$ cat src/rtl/nibble_serial_adder_if.sv
// rtl/nibble_serial_adder_if.sv - operand/result handshake bundle for nibble_serial_adder
interface nibble_serial_adder_if #(
    parameter int NIBBLES = 4
);
    localparam int W = 4 * NIBBLES;

    logic         in_valid;
    logic         in_ready;
    logic [W-1:0] a;
    logic [W-1:0] b;
    logic         sub;
    logic         out_valid;
    logic         out_ready;
    logic [W-1:0] sum;
    logic         cout;
    logic         ovf;
    logic         zero;

    modport master (
        output in_valid, a, b, sub, out_ready,
        input  in_ready, out_valid, sum, cout, ovf, zero
    );

    modport slave (
        input  in_valid, a, b, sub, out_ready,
        output in_ready, out_valid, sum, cout, ovf, zero
    );
endinterface

$ cat src/rtl/nibble_serial_adder.sv
// rtl/nibble_serial_adder.sv - add/subtract one 4-bit slice per cycle through a CLA cell
module cla4 (
    input  logic [3:0] x,
    input  logic [3:0] y,
    input  logic       cin,
    output logic [3:0] s,
    output logic       cout,
    output logic       c3
);
    logic [3:0] g;
    logic [3:0] p;
    logic       c1;
    logic       c2;

    assign g  = x & y;
    assign p  = x ^ y;
    assign c1 = g[0] | (p[0] & cin);
    assign c2 = g[1] | (p[1] & g[0]) | (p[1] & p[0] & cin);
    assign c3 = g[2] | (p[2] & g[1]) | (p[2] & p[1] & g[0]) | (p[2] & p[1] & p[0] & cin);
    assign cout = g[3] | (p[3] & g[2]) | (p[3] & p[2] & g[1]) | (p[3] & p[2] & p[1] & g[0])
                | (p[3] & p[2] & p[1] & p[0] & cin);
    assign s = p ^ {c3, c2, c1, cin};
endmodule

module nibble_serial_adder #(
    parameter int NIBBLES = 4
) (
    input  logic                  clk,
    input  logic                  rst,
    nibble_serial_adder_if.slave  bus
);
    localparam int W  = 4 * NIBBLES;
    localparam int CW = (NIBBLES > 1) ? $clog2(NIBBLES) : 1;
    localparam logic [CW-1:0] LAST = CW'(NIBBLES - 1);

    typedef enum logic [1:0] {IDLE, RUN, DONE} state_t;

    state_t        state;
    logic [CW-1:0] cnt;
    logic [W-1:0]  a_q;
    logic [W-1:0]  b_q;
    logic          carry;
    logic [W-1:0]  sum_q;
    logic          cout_q;
    logic          ovf_q;
    logic          zero_q;
    logic          in_ready_q;
    logic          out_valid_q;

    logic [3:0]    a_slice;
    logic [3:0]    b_slice;
    logic [3:0]    st_sum;
    logic          st_cout;
    logic          st_c3;
    logic [W-1:0]  slice_mask;
    logic [W-1:0]  sum_next;

    assign a_slice = 4'(a_q >> {cnt, 2'b00});
    assign b_slice = 4'(b_q >> {cnt, 2'b00});

    cla4 u_cla (
        .x    (a_slice),
        .y    (b_slice),
        .cin  (carry),
        .s    (st_sum),
        .cout (st_cout),
        .c3   (st_c3)
    );

    // Merge the fresh slice into the result so zero can be judged on the final word
    assign slice_mask = W'(4'hF) << {cnt, 2'b00};
    assign sum_next   = (sum_q & ~slice_mask) | (W'(st_sum) << {cnt, 2'b00});

    always_ff @(posedge clk) begin
        if (rst) begin
            state       <= IDLE;
            cnt         <= '0;
            a_q         <= '0;
            b_q         <= '0;
            carry       <= 1'b0;
            sum_q       <= '0;
            cout_q      <= 1'b0;
            ovf_q       <= 1'b0;
            zero_q      <= 1'b1;
            in_ready_q  <= 1'b1;
            out_valid_q <= 1'b0;
        end else begin
            case (state)
                IDLE: begin
                    if (bus.in_valid) begin
                        a_q        <= bus.a;
                        b_q        <= bus.sub ? ~bus.b : bus.b;
                        carry      <= bus.sub;
                        cnt        <= '0;
                        in_ready_q <= 1'b0;
                        state      <= RUN;
                    end
                end
                RUN: begin
                    sum_q <= sum_next;
                    carry <= st_cout;
                    if (cnt == LAST) begin
                        cout_q      <= st_cout;
                        ovf_q       <= st_cout ^ st_c3;
                        zero_q      <= (sum_next == '0);
                        out_valid_q <= 1'b1;
                        state       <= DONE;
                    end else begin
                        cnt <= cnt + CW'(1);
                    end
                end
                DONE: begin
                    if (bus.out_ready) begin
                        out_valid_q <= 1'b0;
                        in_ready_q  <= 1'b1;
                        state       <= IDLE;
                    end
                end
                default: begin
                    state <= IDLE;
                end
            endcase
        end
    end

    assign bus.in_ready  = in_ready_q;
    assign bus.out_valid = out_valid_q;
    assign bus.sum       = sum_q;
    assign bus.cout      = cout_q;
    assign bus.ovf       = ovf_q;
    assign bus.zero      = zero_q;
endmodule

$ cat src/flat_wrapper.sv
// flat-port wrapper written by rule: the top's interface ports become plain ports
module nibble_serial_adder_flat 
#(
    parameter int NIBBLES = 4
)
  (clk, rst, bus_in_valid, bus_a, bus_b, bus_sub, bus_out_ready, bus_in_ready, bus_out_valid, bus_sum, bus_cout, bus_ovf, bus_zero);
  nibble_serial_adder_if #(.NIBBLES(NIBBLES)) bus_i ();
  input  logic clk;
  input  logic rst;
  input wire logic [$bits(bus_i.in_valid)-1:0] bus_in_valid;
  input wire logic [$bits(bus_i.a)-1:0] bus_a;
  input wire logic [$bits(bus_i.b)-1:0] bus_b;
  input wire logic [$bits(bus_i.sub)-1:0] bus_sub;
  input wire logic [$bits(bus_i.out_ready)-1:0] bus_out_ready;
  output wire logic [$bits(bus_i.in_ready)-1:0] bus_in_ready;
  output wire logic [$bits(bus_i.out_valid)-1:0] bus_out_valid;
  output wire logic [$bits(bus_i.sum)-1:0] bus_sum;
  output wire logic [$bits(bus_i.cout)-1:0] bus_cout;
  output wire logic [$bits(bus_i.ovf)-1:0] bus_ovf;
  output wire logic [$bits(bus_i.zero)-1:0] bus_zero;
  assign bus_i.in_valid = bus_in_valid;
  assign bus_i.a = bus_a;
  assign bus_i.b = bus_b;
  assign bus_i.sub = bus_sub;
  assign bus_i.out_ready = bus_out_ready;
  assign bus_in_ready = bus_i.in_ready;
  assign bus_out_valid = bus_i.out_valid;
  assign bus_sum = bus_i.sum;
  assign bus_cout = bus_i.cout;
  assign bus_ovf = bus_i.ovf;
  assign bus_zero = bus_i.zero;
  nibble_serial_adder #(.NIBBLES(NIBBLES)) u_core (.clk(clk), .rst(rst), .bus(bus_i));
endmodule
$ cat config.mk
export PLATFORM = sky130hd
export DESIGN_NAME = nibble_serial_adder_flat
export DESIGN_NICKNAME = d
export VERILOG_FILES = /design/src/rtl/nibble_serial_adder_if.sv /design/src/rtl/nibble_serial_adder.sv /design/src/flat_wrapper.sv
export SDC_FILE = /design/constraint.sdc
export NUM_CORES = 1
export LEC_CHECK = 0
export CORE_MARGIN = 2
export CORE_UTILIZATION = 46
export DETAILED_ROUTE_END_ITERATION = 7
export MAX_ROUTING_LAYER = met4
export PLACE_DENSITY = 0.76
export SYNTH_ARGS = -nofsm -noshare
export SYNTH_HDL_FRONTEND = slang
export SYNTH_SLANG_ARGS = --single-unit
$ cat constraint.sdc
create_clock -name clk -period 2.6 [get_ports clk]
set_clock_uncertainty 0.1 [all_clocks]
set_input_delay 0.78 -clock clk [delete_from_list [all_inputs] [get_ports clk]]
set_output_delay 0.78 -clock clk [all_outputs]
set_load 0.005 [all_outputs]
Word-level counts from Yosys, hierarchy flattened
Index checks and enable logic that the tools add are counted.
Word-level totals
  register bits after elaboration: 58
  input bits: 37
  bits in latches: 0
  bits in writable memories: 0
  bits in read-only memories: 0
  logic and storage cells: 85
  output and inout bits: 21
  memories: 0
Operators by class
  reductions and logical operators: 12
  shift-type cells: 4
  div/mod/pow operators: 0
  equal/unequal tests: 7
  add/subtract/negate cells: 1
  bitwise logic cells: 34
  multiply operators: 0
  multiplexer cells: 16
  order comparisons: 0
Operator list (count)
  $not 16->16: 2
  $shr 16x4->4: 2
  $and 1x1->1: 16
  $and 16x16->16: 1
  $logic_not 16->1: 1
  $mux 16: 1
  $or 16x16->16: 1
  $shl 4x4->16: 1
  $shl 4x4->16 const A: 1
  $reduce_and 3->1: 4
  $mux 2: 5
  $or 1x1->1: 10
  $xor 4x4->4: 2
  $ne 2x2->1 const B: 3
  $pmux 1 s2: 3
  $pmux 2 s3: 1
  $reduce_and 2->1: 3
  $reduce_bool 2->1: 3
  $mux 1: 5
  $and 4x4->4: 1
  $eq 2x2->1 const B: 2
  $pmux 2 s2: 1
  $add 2x1->2 const B: 1
  $eq 2x1->1 const B: 1
  other kinds (3): 3

Logic depth before layout (Yosys ltp)
Gate-level depths: netlist (run 1).
  word-level depth: 10
  gate-level depth with buffers: 7

Hierarchy
From an unflattened synthesis (run 1), not the netlist that was laid out.
Unflattened totals
  cells, all modules: 307
  area, all modules: 2813.9 um^2
By module, submodules not included
  nibble_serial_adder: area an instance 2658.8 um^2, cells each 289, instances 1
  cla4: area an instance 155.1 um^2, cells each 18, instances 1

Worst setup path after synthesis (run 1)
No wires, ideal clock.
  path type: register to register
  from: register u_core.cnt[0]
  to: register u_core.zero_q, in the netlist u_core.bus.zero
  clock period less this slack: 2.787 ns
  buffers on the path: 1
  slack: -0.187 ns
  cell stages (with the launch flop): 8
  library setup time: 0.059 ns
  data arrival time: 2.628 ns
  cells stage by stage: dfxtp_1 > buf_2 > mux4_2 > ha_1 > a211o_1 > a21o_4 > a2111oi_4 > a221o_1
Between the ends
  cells in the longest elaborated chain, start to end: 10
  elaborated cells on any way between the ends: 28
  classes of those cells: eq/ne (1); shift (4); bitwise (21); reduce/logical (2)
Ends and longest elaborated chain
  from (decl): RTL line nibble_serial_adder.sv:39  | logic [CW-1:0] cnt;
  from (signal assigned): RTL line nibble_serial_adder.sv:109  | cnt <= cnt + CW'(1);
  $shr 16x4->4, on equally long branches: RTL line nibble_serial_adder.sv:58, nibble_serial_adder.sv:59
  $xor 4x4->4 or $and 4x4->4 (tied branches): RTL line nibble_serial_adder.sv:16, nibble_serial_adder.sv:15
  $and 1x1->1: RTL line nibble_serial_adder.sv:19  | assign c3 = g[2] | (p[2] & g[1]) | (p[2] & p[1] & g[0]) | (p[2] & p[1] & p[0] & cin);
  $or 1x1->1 or $and 1x1->1 (tied branches) (2 in a row): RTL line nibble_serial_adder.sv:19
  $or 1x1->1: RTL line nibble_serial_adder.sv:19
  $xor 4x4->4: RTL line nibble_serial_adder.sv:22  | assign s = p ^ {c3, c2, c1, cin};
  $shl 4x4->16: RTL line nibble_serial_adder.sv:72  | assign sum_next = (sum_q & ~slice_mask) | (W'(st_sum) << {cnt, 2'b00});
  $or 16x16->16: RTL line nibble_serial_adder.sv:72
  $logic_not 16->1: RTL line nibble_serial_adder.sv:105  | zero_q <= (sum_next == '0);
  to (signal assigned): RTL line nibble_serial_adder.sv:105
  to (decl): RTL line nibble_serial_adder.sv:46  | logic zero_q;
Parallel ways exist; a longest one is shown, timed or not.
A chain may end at the register's enable or synchronous reset.

Worst setup path after layout (run 1)
Ends and elaborated chain as after synthesis.

==> impl_metrics.json, run 1 <==
{
  "finalHoldViolations": 0,
  "seqPwrFrac_pct": 45.6,
  "slowest_stage": "mux4_2",
  "tightest_slew_ns": 0.723,
  "power.density_nw_per_um2": 588,
  "std_cell_rows": 28,
  "worstSetupStartpointType": "flop",
  "dieWidth_um": 81.1,
  "relSlewSlack_pct": 51.8,
  "detail_route.wl_per_cell_um": 13.9,
  "setup_viol": 0,
  "synth_area_um2": 2730,
  "area_growth_syn_to_layout_pct": 33.6,
  "max_stage_delay_ns": 0.58,
  "drive_gt1_share_pct": 14.4,
  "ys_types": 40,
  "grt_setup_unrepaired": "no",
  "period_minus_slack_ns": 2.48,
  "path_delay_family": "compound AO/OA/AOI/OAI gates",
  "endpoint_kind": "flop",
  "clockRootBuffer": "clkbuf_8",
  "num_io_pins": 58,
  "syn-num-nets": 341,
  "holdWs_ns": 0.355,
  "max_cap_viol_count": 0,
  "grt_pass1_wl_um": 10100,
  "yosysTopAreaCell": "dfxtp_1",
  "io_buffer_count": 57,
  "clkTransAtPathRegs_ns": 0.07,
  "fin_ws_ns": 0.121,
  "drc": 0,
  "multi_input_area_um2": 1500,
  "combPwrFrac_pct": 19.8,
  "core_area_um2": 5820,
  "synth.area.top_cells": "dfxtp_1 (42%), mux4_2 (6.6%), nor2_1 (6.2%), nand2_1 (5.4%), a211oi_1 (5.2%)",
  "initial_core_util_pct": 47.0,
  "intPower_w": 0.00156,
  "route.met3.wl_um": 248,
  "regArea_um2": 1170,
  "wl_met2_um": 2900,
  "clockPowerShare_pct": 34.6,
  "slew_viol_final": 0,
  "clk_path_buf_depth": 2,
  "hp-class": "reg -> reg",
  "dp.final_hpwl_um": 4510,
  "postSynthAreaPerCell_um2": 9.30,
  "wl_met1_um": 2840,
  "numCtsBuffers": 9,
  "cts_tree": "yes",
  "path_class": "reg -> reg",
  "num_vias": 2329,
  "min_period_over_period_pct": 95.4,
  "synth_seq_cells": 58,
  "place_ws_ns": 0.0836,
  "cts.sinks": 58,
  "via_per_inst": 5.33,
  "highest_layer": "met4",
  "drtIter0Drc": 139,
  "status": "complete, no violations",
  "cp_num_buf_inv": 0,
  "grt_max_degree": 49,
  "fillers": 515,
  "finalPower_w": 0.00215,
  "die-height_um": 81.1,
  "ys_seq_area_share_pct": 42.5,
  "htreeDepth": 3,
  "clock_latency_ns": 0.33,
  "setup_tns_ns": 0,
  "cp.arrival_ns": 2.65,
  "ant_nets": 0,
  "p_sw_share_pct": 27.5,
  "grt_pass1_vias": 2173,
  "p_switching_w": 0.000590,
  "antenna_found_initial": 0,
  "worstPathRequired_ns": 2.77,
  "crit_path_max_fanout": 5,
  "die_area_um2": 6580,
  "netlist_instances": 294,
  "synth_top_area_share_pct": 42.5,
  "globalplace.congestion": 0.949,
  "p_leak_nw": 1.36,
  "max-vdd-ir-drop_uv": 292,
  "grt_use_total_pct": 20.8,
  "max_freq_mhz": 403,
  "wl_um": 6080,
  "fin_nets": 404,
  "antenna_cells": 0,
  "yosysWarningCount": 0,
  "first_pass_iters": 4,
  "grt-ovfl-total": 0,
  "ctsHoldBuffers": 0,
  "path_cells": "mux4_2 -> ha_4 -> a211o_1 -> a21o_4 -> a2111oi_4 -> a221o_1"
}
[cell families after synthesis]
group                      share of synthesized area [%]
xor gates and xnor gates                            5.45
muxes                                               6.96
and+or+nand+nor                                     17.3
AOI/OAI and AO/OA                                   19.2
adders and majority gates                           4.85
DFF                                                 42.5
buffers and inverters                               3.75
[sequential cells by signal, summed over array words and instances, names as in the netlist, 2 cells and up]
signal          cells
u_core.a_q         16
u_core.b_q         16
u_core.bus.sum     16
u_core.cnt          2
u_core.state        2
[metal layers]
metal  GRT usage (%)  up-vias
met3            4.00        9
met1            26.5     1085
met4            9.83        0
li1                -     1176
met5               -        -
met2            31.8       59
[power by group through the flow]
stage               combinational [W]  sequential (W)  clock [W]
finish                       0.000426        0.000978   0.000743
global route                 0.000465        0.000983   0.000798
CTS                          0.000414        0.000979   0.000754
detailed placement           0.000414        0.000998          0
global placement             0.000402        0.000999          0
floorplan                    0.000265        0.000984          0
[repair_timing]
item,CTS,global route
setup endpoints to repair,0,3
hold endpoints to repair,0,0
resized for setup,0,2
buffers inserted,0,3
[cells in the final DEF (no fill, tap or decap), drive strengths merged, types with 5 or more instances in the layout]
master / netlist / routed
clkdlybuf4s50: 0 / 56
a32oi: 8 / 8
dfxtp: 58 / 58
buf: 11 / 15
xnor2: 16 / 16
clkbuf: 8 / 12
nor3: 5 / 5
a22oi: 9 / 9
ha: 9 / 9
nand2: 39 / 39
a211oi: 19 / 19
mux4: 8 / 8
a21oi: 23 / 23
nor2: 45 / 45
[tightest hold or removal path, cell delays in order (launching register included)]
cell and delay [ns]:
dfxtp_1 0.31, nand2_1 0.05, a21oi_1 0.05
[stage by stage]
step / cells / util (%) / area [um2]
after floorplan: 294 / - / 2760
after global placement: 418 / 59.1 / 3430
after detailed placement: 418 / 59.1 / 3430
after CTS: 434 / 62.2 / 3620
after global routing: 437 / 62.8 / 3650
final: 437 / 62.8 / 3650
[cell type report]
type	instances	share of cell area (%)
Clock buffer	12	4.25
Clock inverter	4	0.719
Inverter	3	0.308
Multi-Input combinational cell	214	41.2
Sequential cell	58	31.9
Tap cell	75	2.57
Timing Repair Buffer	71	19.0
[path summary, 6_finish.rpt]
path / start / to / slack, ns / cells past startpoint
setup / recovery: u_core.cnt[0] / u_core.bus.zero / 0.12 / 6
hold / removal: u_core.a_q[11] / u_core.a_q[11] / 0.36 / 2
setup reg to reg: u_core.cnt[0] / u_core.bus.zero / 0.12 / 6
hold reg to reg: u_core.a_q[11] / u_core.a_q[11] / 0.36 / 2
[synth_stat cells, drive strengths merged]
| cell type | instances |
|---|---|
| dfxtp | 58 |
| xnor2 | 16 |
| buf | 11 |
| nor3b | 2 |
| fa | 1 |
| o21bai | 2 |
| nor4 | 2 |
| mux2i | 1 |
| inv | 3 |
| a22oi | 9 |
| a2111oi | 1 |
| a21o | 2 |
| a31o | 1 |
| a2bb2oi | 1 |
| nand3 | 2 |
| nor2 | 45 |
| nand2b | 3 |
| clkbuf | 8 |
| and2 | 1 |
| a32oi | 8 |
| nor2b | 3 |
| or3b | 1 |
| a21oi | 23 |
| xor2 | 1 |
| nand2 | 39 |
| a221o | 1 |
| mux4 | 8 |
| a211oi | 19 |
| nor3 | 5 |
| ha | 9 |
| o21ba | 1 |
| o221ai | 1 |
| a211o | 1 |
| or3 | 1 |
| nand3b | 1 |
| o21ai | 2 |
| or2 | 1 |
Power figures use the tool's default switching activity.
==> run 2, diff against run 1 <==
Settings changed: CAP_MARGIN set to 20.
==> results of run 2 <==
Same layout as run 1: the final DEF is identical, and so are final timing and power.
==> run 3, diff against run 2 <==
Settings changed: MAX_ROUTING_LAYER met4 to not set.
==> run 3 against run 2 <==
Hold slack hardly changed. Largest cell class unchanged. Cell count stayed put. Total power is 0.11% lower. Sequential power hardly changed. Non-clock buffer count stayed put. Global-route usage is 0.61 points lower. Combinational power hardly changed. Critical endpoint unchanged. Clock power hardly changed. Largest power group unchanged. Via count hardly changed. Worst setup slack worse by 0.0061 ns. Fmax is 0.25% lower. Die area stayed put.
==> impl_metrics.json, run 3 (same netlist as run 1, synthesis figures left out) <==
{
  "grt-ovfl-total": 0,
  "detail_route.wl_per_cell_um": 14.0,
  "period_minus_slack_ns": 2.49,
  "htreeDepth": 3,
  "power.density_nw_per_um2": 587,
  "std_cell_rows": 28,
  "wl_um": 6100,
  "path_cells": "mux4_2 -> ha_4 -> a211o_1 -> a21o_4 -> a2111oi_4 -> a221o_1",
  "cts_tree": "yes",
  "r2r_start": "u_core.cnt[0]",
  "drc": 0,
  "first_pass_iters": 4,
  "worstHoldEndpoint": "u_core.a_q[11]",
  "worstSetupStartpointType": "flop",
  "die-height_um": 81.1,
  "max_stage_delay_ns": 0.58,
  "slew_viol_final": 0,
  "multi_input_area_um2": 1500,
  "use_met2_pct": 31.8,
  "grt_use_total_pct": 20.2,
  "cts.sinks": 58,
  "numCtsBuffers": 9,
  "num_vias": 2331,
  "worst_r2r_endpoint": "u_core.bus.zero",
  "core_area_um2": 5820,
  "cp_num_buf_inv": 0,
  "cp.arrival_ns": 2.66,
  "grt_max_degree": 49,
  "globalplace.congestion": 0.933,
  "endpoint_kind": "flop",
  "min-delay-start": "u_core.a_q[11]",
  "path_class": "reg -> reg",
  "grt_pass1_wl_um": 10000,
  "max-vdd-ir-drop_uv": 292,
  "r2r_slack_ns": 0.11,
  "max_cap_viol_count": 0,
  "finalHoldViolations": 0,
  "ctsHoldBuffers": 0,
  "grt_pass1_vias": 2175,
  "fin_nets": 404,
  "hold_depth": 2,
  "initial_core_util_pct": 47.0,
  "slowest_stage": "mux4_2",
  "dieWidth_um": 81.1,
  "hp-class": "reg -> reg",
  "min_period_over_period_pct": 95.6,
  "via_per_inst": 5.33,
  "crit_path_max_fanout": 5,
  "clk_path_buf_depth": 2,
  "max_freq_mhz": 402,
  "fillers": 515,
  "worstPathRequired_ns": 2.77,
  "path_delay_family": "compound AO/OA/AOI/OAI gates",
  "regArea_um2": 1170,
  "top_usage_layer": "met2",
  "clock_latency_ns": 0.33,
  "most-common-layout-cells": "clkdlybuf4s50_1 (56), dfxtp_1 (56), nor2_1 (45)",
  "area_growth_syn_to_layout_pct": 33.6,
  "clkTransAtPathRegs_ns": 0.06,
  "setup_tns_ns": 0,
  "antenna_found_initial": 0,
  "grtUsageMet3_pct": 4.00,
  "io_buffer_count": 57,
  "drtIter0Drc": 203,
  "ant_nets": 0,
  "num_io_pins": 58,
  "relSlewSlack_pct": 52.0,
  "use_met1_pct": 26.4,
  "r2r_cells": 6,
  "die_area_um2": 6580,
  "drive_gt1_share_pct": 14.4,
  "antenna_cells": 0,
  "grt_setup_unrepaired": "no",
  "p_leak_nw": 1.36,
  "clockRootBuffer": "clkbuf_8",
  "tightest_slew_ns": 0.720,
  "holdWs_ns": 0.355,
  "dp.final_hpwl_um": 4510,
  "setup_viol": 0,
  "status": "complete, no violations"
}
## run 3: cell counts in the layout (fill, tap and decap cells not counted)
No cell type changed its count.
## run 3: metrics by stage
step	cells	util [%]	cell area, um2	worst slack [ns]	total power [W]
after floorplan	294	-	2760	0.0164	0.00125
after global placement	418	59.1	3430	0.148	0.00140
after detailed placement	418	59.1	3430	0.0836	0.00141
after CTS	434	62.2	3620	0.0666	0.00215
after global routing	437	62.8	3650	0.0102	0.00225
final	437	62.8	3650	0.115	0.00214
## run 3: area by class of cell
cell class,instances,area share (%)
clock buffers,12,4.25
clock inverters,4,0.719
inverters,3,0.308
multi-input cells,214,41.2
flip-flops and latches,58,31.9
well taps,75,2.57
repair buffers,71,19.0
## run 3: repair_timing
item | CTS | global route
resized for setup | 0 | 2
setup endpoints to repair | 0 | 3
setup buffers | 0 | 3
## run 3: power by group
part / internal [W] / leakage (nW) / switching (W)
sequential: 0.000941 / 0.476 / 0.0000368
clock: 0.000396 / 0.0924 / 0.000344
combinational: 0.000220 / 0.791 / 0.000207
## run 3: how the worst max path moves through the flow
| stage | start | endpoint | slack, ns | cells after the start |
|---|---|---|---|---|
| 2_1_floorplan | u_core.cnt[1] | u_core.bus.zero | 0.02 | 7 |
| 3_3_place_gp | u_core.cnt[0] | u_core.bus.zero | 0.15 | 6 |
| 3_5_place_dp | u_core.cnt[1] | u_core.bus.zero | 0.08 | 6 |
| 4_1_cts | u_core.cnt[1] | u_core.bus.zero | 0.07 | 6 |
| 5_1_grt | u_core.cnt[0] | u_core.bus.zero | 0.01 | 6 |
| 6_report | u_core.cnt[0] | u_core.bus.zero | 0.11 | 6 |
## run 3: per-layer routing
| metal | up-vias | part of all wire [%] |
|---|---|---|
| met4 | 0 | 1.8 |
| met3 | 8 | 4.5 |
| li1 | 1173 | - |
| met2 | 66 | 47 |
| met1 | 1084 | 46 |
| met5 | - | 0 |
## run 3: worst reg2reg max path, delay by kind of cell (launching register included)
| kind | cells | cell delay [ns] |
|---|---|---|
| AOI/OAI and AO/OA | 4 | 1.09 |
| adders and majority gates | 1 | 0.28 |
| DFF | 1 | 0.38 |
| muxes | 1 | 0.58 |
